--- src/rtl/hazard_detect_pkg.sv ---
// Shared definitions for the decode-stage RAW hazard detector:
// instruction field positions, tracker slot layout and slot record type.
package hazard_detect_pkg;

   localparam int RS_HI = 10;
   localparam int RS_LO = 8;
   localparam int RT_HI = 7;
   localparam int RT_LO = 5;

   localparam int SLOT_EX   = 0;
   localparam int SLOT_MEM  = 1;
   localparam int SLOT_WB   = 2;
   localparam int NUM_SLOTS = 3;

   typedef struct packed {
      logic       v;
      logic [2:0] dst;
   } slot_t;

endpackage

--- src/rtl/hazard_detect_if.sv ---
// Decode-side bundle between the IF/ID stage and the hazard detector.
// The master drives the instruction and pipeline controls; the slave answers with the stall.
interface hazard_detect_if #(
   parameter int CNT_W = 16
) ();

   logic             id_valid;
   logic [15:0]      id_instr;
   logic [1:0]       id_num_rd;
   logic             id_wr_en;
   logic [2:0]       id_wr_reg;
   logic             flush;
   logic             mem_stall;
   logic             stall;
   logic [CNT_W-1:0] stall_cnt;
   logic [7:0]       busy_mask;

   modport master (
      output id_valid, id_instr, id_num_rd, id_wr_en, id_wr_reg, flush, mem_stall,
      input  stall, stall_cnt, busy_mask
   );

   modport slave (
      input  id_valid, id_instr, id_num_rd, id_wr_en, id_wr_reg, flush, mem_stall,
      output stall, stall_cnt, busy_mask
   );

endinterface

--- src/rtl/hazard_detect_wr_tracker.sv ---
// Three-deep record of destination registers in flight through EX, MEM and WB.
// The whole record freezes while the memory side holds the pipeline.
module wr_tracker
   import hazard_detect_pkg::*;
(
   input  logic                        clk,
   input  logic                        rst,
   input  logic                        hold,
   input  slot_t                       new_slot,
   output slot_t [NUM_SLOTS-1:0]       slots
);

   always_ff @(posedge clk or posedge rst) begin
      if (rst) begin
         slots <= '0;
      end else if (!hold) begin
         slots[SLOT_WB]  <= slots[SLOT_MEM];
         slots[SLOT_MEM] <= slots[SLOT_EX];
         slots[SLOT_EX]  <= new_slot;
      end
   end

endmodule

--- src/rtl/hazard_detect.sv ---
// Decode-stage RAW hazard detector: compares ID sources against in-flight writers,
// raises stall, and counts hazard-stall cycles with saturation.
module hazard_detect
   import hazard_detect_pkg::*;
#(
   parameter bit WB_BYPASS = 1'b1,
   parameter int CNT_W     = 16
) (
   input logic            clk,
   input logic            rst,
   hazard_detect_if.slave bus
);

   slot_t [NUM_SLOTS-1:0] slots;
   slot_t                 new_slot;
   logic [2:0]            rs;
   logic [2:0]            rt;
   logic                  match_rs;
   logic                  match_rt;
   logic                  hazard;
   logic [7:0]            busy;
   logic [CNT_W-1:0]      cnt_q;
   logic                  unused_instr_bits;

   assign rs = bus.id_instr[RS_HI:RS_LO];
   assign rt = bus.id_instr[RT_HI:RT_LO];
   assign unused_instr_bits = ^{bus.id_instr[15:11], bus.id_instr[4:0]};

   // The WB slot only matters when the register file cannot bypass write to read.
   always_comb begin
      match_rs = 1'b0;
      match_rt = 1'b0;
      busy     = '0;
      for (int i = 0; i < NUM_SLOTS; i++) begin
         if (slots[i].v) begin
            busy[slots[i].dst] = 1'b1;
            if ((i != SLOT_WB) || !WB_BYPASS) begin
               if (slots[i].dst == rs) match_rs = 1'b1;
               if (slots[i].dst == rt) match_rt = 1'b1;
            end
         end
      end
   end

   assign hazard = bus.id_valid && !bus.flush &&
                   (((bus.id_num_rd >= 2'd1) && match_rs) ||
                    ((bus.id_num_rd >= 2'd2) && match_rt));

   assign new_slot.v   = bus.id_valid && bus.id_wr_en && !bus.flush && !hazard;
   assign new_slot.dst = bus.id_wr_reg;

   wr_tracker u_tracker (
      .clk      (clk),
      .rst      (rst),
      .hold     (bus.mem_stall),
      .new_slot (new_slot),
      .slots    (slots)
   );

   // Only genuine hazard cycles count; memory-only stalls are excluded.
   always_ff @(posedge clk or posedge rst) begin
      if (rst) begin
         cnt_q <= '0;
      end else if (hazard && !bus.mem_stall && (cnt_q != '1)) begin
         cnt_q <= cnt_q + 1'b1;
      end
   end

   assign bus.stall     = hazard || bus.mem_stall;
   assign bus.stall_cnt = cnt_q;
   assign bus.busy_mask = busy;

endmodule

--- src/flat_wrapper.sv ---
// flat-port wrapper written by rule: the top's interface ports become plain ports
module hazard_detect_flat import hazard_detect_pkg::*;
#(
   parameter bit WB_BYPASS = 1'b1,
   parameter int CNT_W     = 16
)
  (clk, rst, bus_id_valid, bus_id_instr, bus_id_num_rd, bus_id_wr_en, bus_id_wr_reg, bus_flush, bus_mem_stall, bus_stall, bus_stall_cnt, bus_busy_mask);
  hazard_detect_if #(.CNT_W(CNT_W)) bus_i ();
  input logic clk;
  input logic rst;
  input wire logic [$bits(bus_i.id_valid)-1:0] bus_id_valid;
  input wire logic [$bits(bus_i.id_instr)-1:0] bus_id_instr;
  input wire logic [$bits(bus_i.id_num_rd)-1:0] bus_id_num_rd;
  input wire logic [$bits(bus_i.id_wr_en)-1:0] bus_id_wr_en;
  input wire logic [$bits(bus_i.id_wr_reg)-1:0] bus_id_wr_reg;
  input wire logic [$bits(bus_i.flush)-1:0] bus_flush;
  input wire logic [$bits(bus_i.mem_stall)-1:0] bus_mem_stall;
  output wire logic [$bits(bus_i.stall)-1:0] bus_stall;
  output wire logic [$bits(bus_i.stall_cnt)-1:0] bus_stall_cnt;
  output wire logic [$bits(bus_i.busy_mask)-1:0] bus_busy_mask;
  assign bus_i.id_valid = bus_id_valid;
  assign bus_i.id_instr = bus_id_instr;
  assign bus_i.id_num_rd = bus_id_num_rd;
  assign bus_i.id_wr_en = bus_id_wr_en;
  assign bus_i.id_wr_reg = bus_id_wr_reg;
  assign bus_i.flush = bus_flush;
  assign bus_i.mem_stall = bus_mem_stall;
  assign bus_stall = bus_i.stall;
  assign bus_stall_cnt = bus_i.stall_cnt;
  assign bus_busy_mask = bus_i.busy_mask;
  hazard_detect #(.WB_BYPASS(WB_BYPASS), .CNT_W(CNT_W)) u_core (.clk(clk), .rst(rst), .bus(bus_i));
endmodule
--- config.mk ---
export PLATFORM = sky130hd
export DESIGN_NAME = hazard_detect_flat
export DESIGN_NICKNAME = d
export VERILOG_FILES = /design/src/rtl/hazard_detect_pkg.sv /design/src/rtl/hazard_detect_if.sv /design/src/rtl/hazard_detect_wr_tracker.sv /design/src/rtl/hazard_detect.sv /design/src/flat_wrapper.sv
export SDC_FILE = /design/constraint.sdc
export NUM_CORES = 1
export LEC_CHECK = 0
export CAP_MARGIN = 15
export CORE_MARGIN = 1.5
export CORE_UTILIZATION = 42
export DETAILED_ROUTE_END_ITERATION = 8
export GPL_ROUTABILITY_DRIVEN = 0
export PLACE_DENSITY_LB_ADDON = 0.1
export SYNTH_ARGS = -nofsm -noshare
export SYNTH_HDL_FRONTEND = slang
export SYNTH_SLANG_ARGS = --single-unit
--- constraint.sdc ---
create_clock -name clk -period 1.7 [get_ports clk]
set_input_delay 0.425 -clock clk [delete_from_list [all_inputs] [get_ports clk]]
set_output_delay 0.425 -clock clk [all_outputs]
set_load 0.05 [all_outputs]
==> results.toml <==
[timing]
slew_viol_final = 0
worst_slew_pin_slew_ns = 0.3975
worst_slack_ns = -0.3799
fin_worst_skew_ns = 0.005787
rsz0062_at_grt = "true"
hold_slack_ns = 0.5144
setup_viol = 26
fin_crit_sh_pct = 122.3
slew_headroom_pct = 73.37
hold_viol_final = 0
fin_crit_ns = 2.080
fmaxAchievable_ghz = 0.4808

[worst_setup_path]
critPathCaptureType = "output port"
path_max_fanout = 3
reg2reg_slack_ns = -0.34
reg2regPathDepth = 9
cp.arrival_ns = 1.65
r2r_start = "u_core.u_tracker.slots[1]"
critical_path.startpoint = "bus_id_valid"
r2r_end = "u_core.bus.stall_cnt[13]"
required_ns = 1.27
crit_type = "input port to output port"
startpoint_type = "input port"

[clock_tree]
clkSlewWorstSetupHoldPaths_ns = 0.10
holdBufCountCts = 0
clock-root-buffer = "clkbuf_8"
insertion_delay_ns = 0.28
numCtsBuffers = 3
cts.sinks = 28
cts_tree = "yes"
clock_path_buffers = 2
cts-htree-levels = 1

[final_layout]
antenna_cells = 0
final_core_util_pct = 87.71
area_growth_pct = 98.55
nNetsFinal = 283
fill_cells = 160
layout-drive-gt1-share_pct = 63.78

[synth]
async_reset_ff_share_pct = 100.0
synth-simple-area-share_pct = 22.64
netlist_instances = 167
syn_avg_cell_area_sq_um = 9.830
synth_nets = 195
synth.top_cell.area_share_pct = 42.68
synth_compound_area_share_pct = 6.479
yosysTopAreaCell = "dfrtp_1"
synth_area_leaders = "dfrtp_1, xnor2_1, mux2_2, xor2_1, nand4_1"
yosysMostFrequentCell = "dfrtp_1"
synthTopCellsByCount = "dfrtp_1, xnor2_1, nand2_1"
yosys_register_bits = 28
synthFlopType = "dfrtp_1"
synth.area.mux_share_pct = 7.774
yosysWarnings = 0
yosysSeqAreaShare_pct = 42.68
synth_xor_area_share_pct = 14.41
synth.lib_cells_used.distinct = 34
synthAdderAreaFrac_pct = 0.7622
synth_edf_count = 0
synth_area_sq_mm = 0.001642
synth_top_family_by_area = "simple AND/OR/NAND/NOR gates"

[grt]
grt_overflow_total = 0
antenna_found_initial = 0
grt_pass1_vias = 1822
grt_usage_pct = 27.71
grt_start_max_net_pins = 29
grt_pass1_wl_mm = 9.039

[detailed_routing]
wl_per_cell_um = 18.89
viasPerCell = 5.583
num_vias = 1686
routed_wl_mm = 5.704
ant_nets = 0
drtPass1Iterations = 4
drtIter0Drc = 66
drcViolationCount = 0

[floorplanning]
die_h_um = 65.52
pin_count = 52
dieArea_sq_mm = 0.004293
rows = 22
die_x_um = 65.52
start_util_pct = 44.18
coreArea_sq_mm = 0.003716

[status]
violations = "negative setup slack"
status = "complete, but fails checks"

[job]
maxCapViolCount = 0

[placement]
placement.io_buffers = 41
dpl_worst_slack_ns = -0.6875
dpl.hpwl_mm = 3.501

[power_and_ir_drop]
power_per_cell_area_mw_per_mm2 = 629.0
ir_drop_mv = 0.5623
leakage_nw = 1.451

[hold_path]
holdCritPathClass = "input port to async pin"
## flip-flops by register name, summed over array words and instances (netlist names)
| name | count |
|---|---|
| u_core.bus.stall_cnt | 16 |
| u_core.u_tracker.slots | 12 |
## through the flow
step | total power [mW] | TNS (ns) | cells | area [sq um]
floorplan | 1.093 | -2.842 | 167 | 1729
global placement | 1.331 | -9.013 | 282 | 2645
finish | 2.050 | -5.389 | 302 | 3259
detailed placement | 1.356 | -11.22 | 282 | 2645
CTS | 1.997 | -4.290 | 302 | 3172
global route | 2.122 | -7.665 | 302 | 3259
## worst max-delay path: stages
cell and delay (ns):
clkdlybuf4s50_1 0.47, nor2b_4 0.17, o21ai_1 0.10, a21oi_2 0.21
nor2_4 0.08, nand2_4 0.07, buf_12 0.13
## metal layers
metal / up-vias / part of all wire [%] / GRT usage [%]
li1: 771 / - / -
met3: 24 / 4.7 / 4.452
met1: 817 / 39 / 32.16
met5: - / 0 / 0
met2: 74 / 53 / 49.62
met4: 0 / 3.9 / 13.02
## kinds of logic (layout without fill, tap and decap cells)
family | count (synthesis) | count (layout)
AOI/OAI and AO/OA | 15 | 16
adders and majority gates | 1 | 1
muxes | 11 | 11
DFF | 28 | 28
xor gates and xnor gates | 27 | 27
and+or+nand+nor | 68 | 68
buffers and inverters | 17 | 103
## cell usage in the layout (no fill, tap or decap), drive strengths merged
| cell | instances |
|---|---|
| nand2b | 3 |
| and4 | 1 |
| mux2 | 11 |
| or4 | 1 |
| nor2b | 1 |
| nand4 | 9 |
| ha | 1 |
| o311ai | 2 |
| nand3 | 7 |
| nor3 | 10 |
| dfrtp | 28 |
| a31oi | 1 |
| or3b | 1 |
| o221ai | 2 |
| bufinv | 1 |
| nor3b | 3 |
| o211ai | 3 |
| xor2 | 11 |
| clkbuf | 4 |
| buf | 76 |
| o31ai | 2 |
| or3 | 2 |
| nand4b | 4 |
| nor2 | 8 |
| nor4 | 3 |
| a21oi | 2 |
| clkdlybuf4s50 | 9 |
| xnor2 | 16 |
| inv | 6 |
| nand2 | 14 |
| dlygate4sd2 | 7 |
| o21ai | 4 |
| or2 | 1 |
## worst max path at each step
stage	to	slack (ns)
3_5_place_dp	u_core.bus.stall_cnt[10]	-0.69
2_1_floorplan	u_core.bus.stall_cnt[1]	-0.31
3_3_place_gp	u_core.bus.stall_cnt[5]	-0.56
4_1_cts	bus_stall	-0.31
6_report	bus_stall	-0.38
5_1_grt	u_core.bus.stall_cnt[13]	-0.47
## where the power goes
| part | total (mW) | leakage [nW] | switching [mW] | internal (mW) |
|---|---|---|---|---|
| Sequential | 0.795 | 0.338 | 0.0764 | 0.718 |
| Combinational | 0.719 | 1.08 | 0.344 | 0.376 |
| Clock | 0.536 | 0.0357 | 0.220 | 0.316 |
| Total | 2.05 | 1.45 | 0.640 | 1.41 |
## layout make-up
type | instances | area (sq um) | share of cell area, %
repair buffers | 93 | 1096 | 33.63
flip-flops and latches | 28 | 720.7 | 22.11
well taps | 48 | 60.06 | 1.843
inverters | 6 | 30.03 | 0.9213
clock buffers | 3 | 41.29 | 1.267
multi-input cells | 123 | 1281 | 39.31
clock inverters | 1 | 30.03 | 0.9213
## repair_timing
item | 4_1_cts | 5_1_grt
pin swaps | 38 | 15
resized for setup | 70 | 26
setup endpoints to repair | 26 | 26
gates cloned | 1 | 0
buffers inserted | 16 | 4
Power figures use the tool's default switching activity.
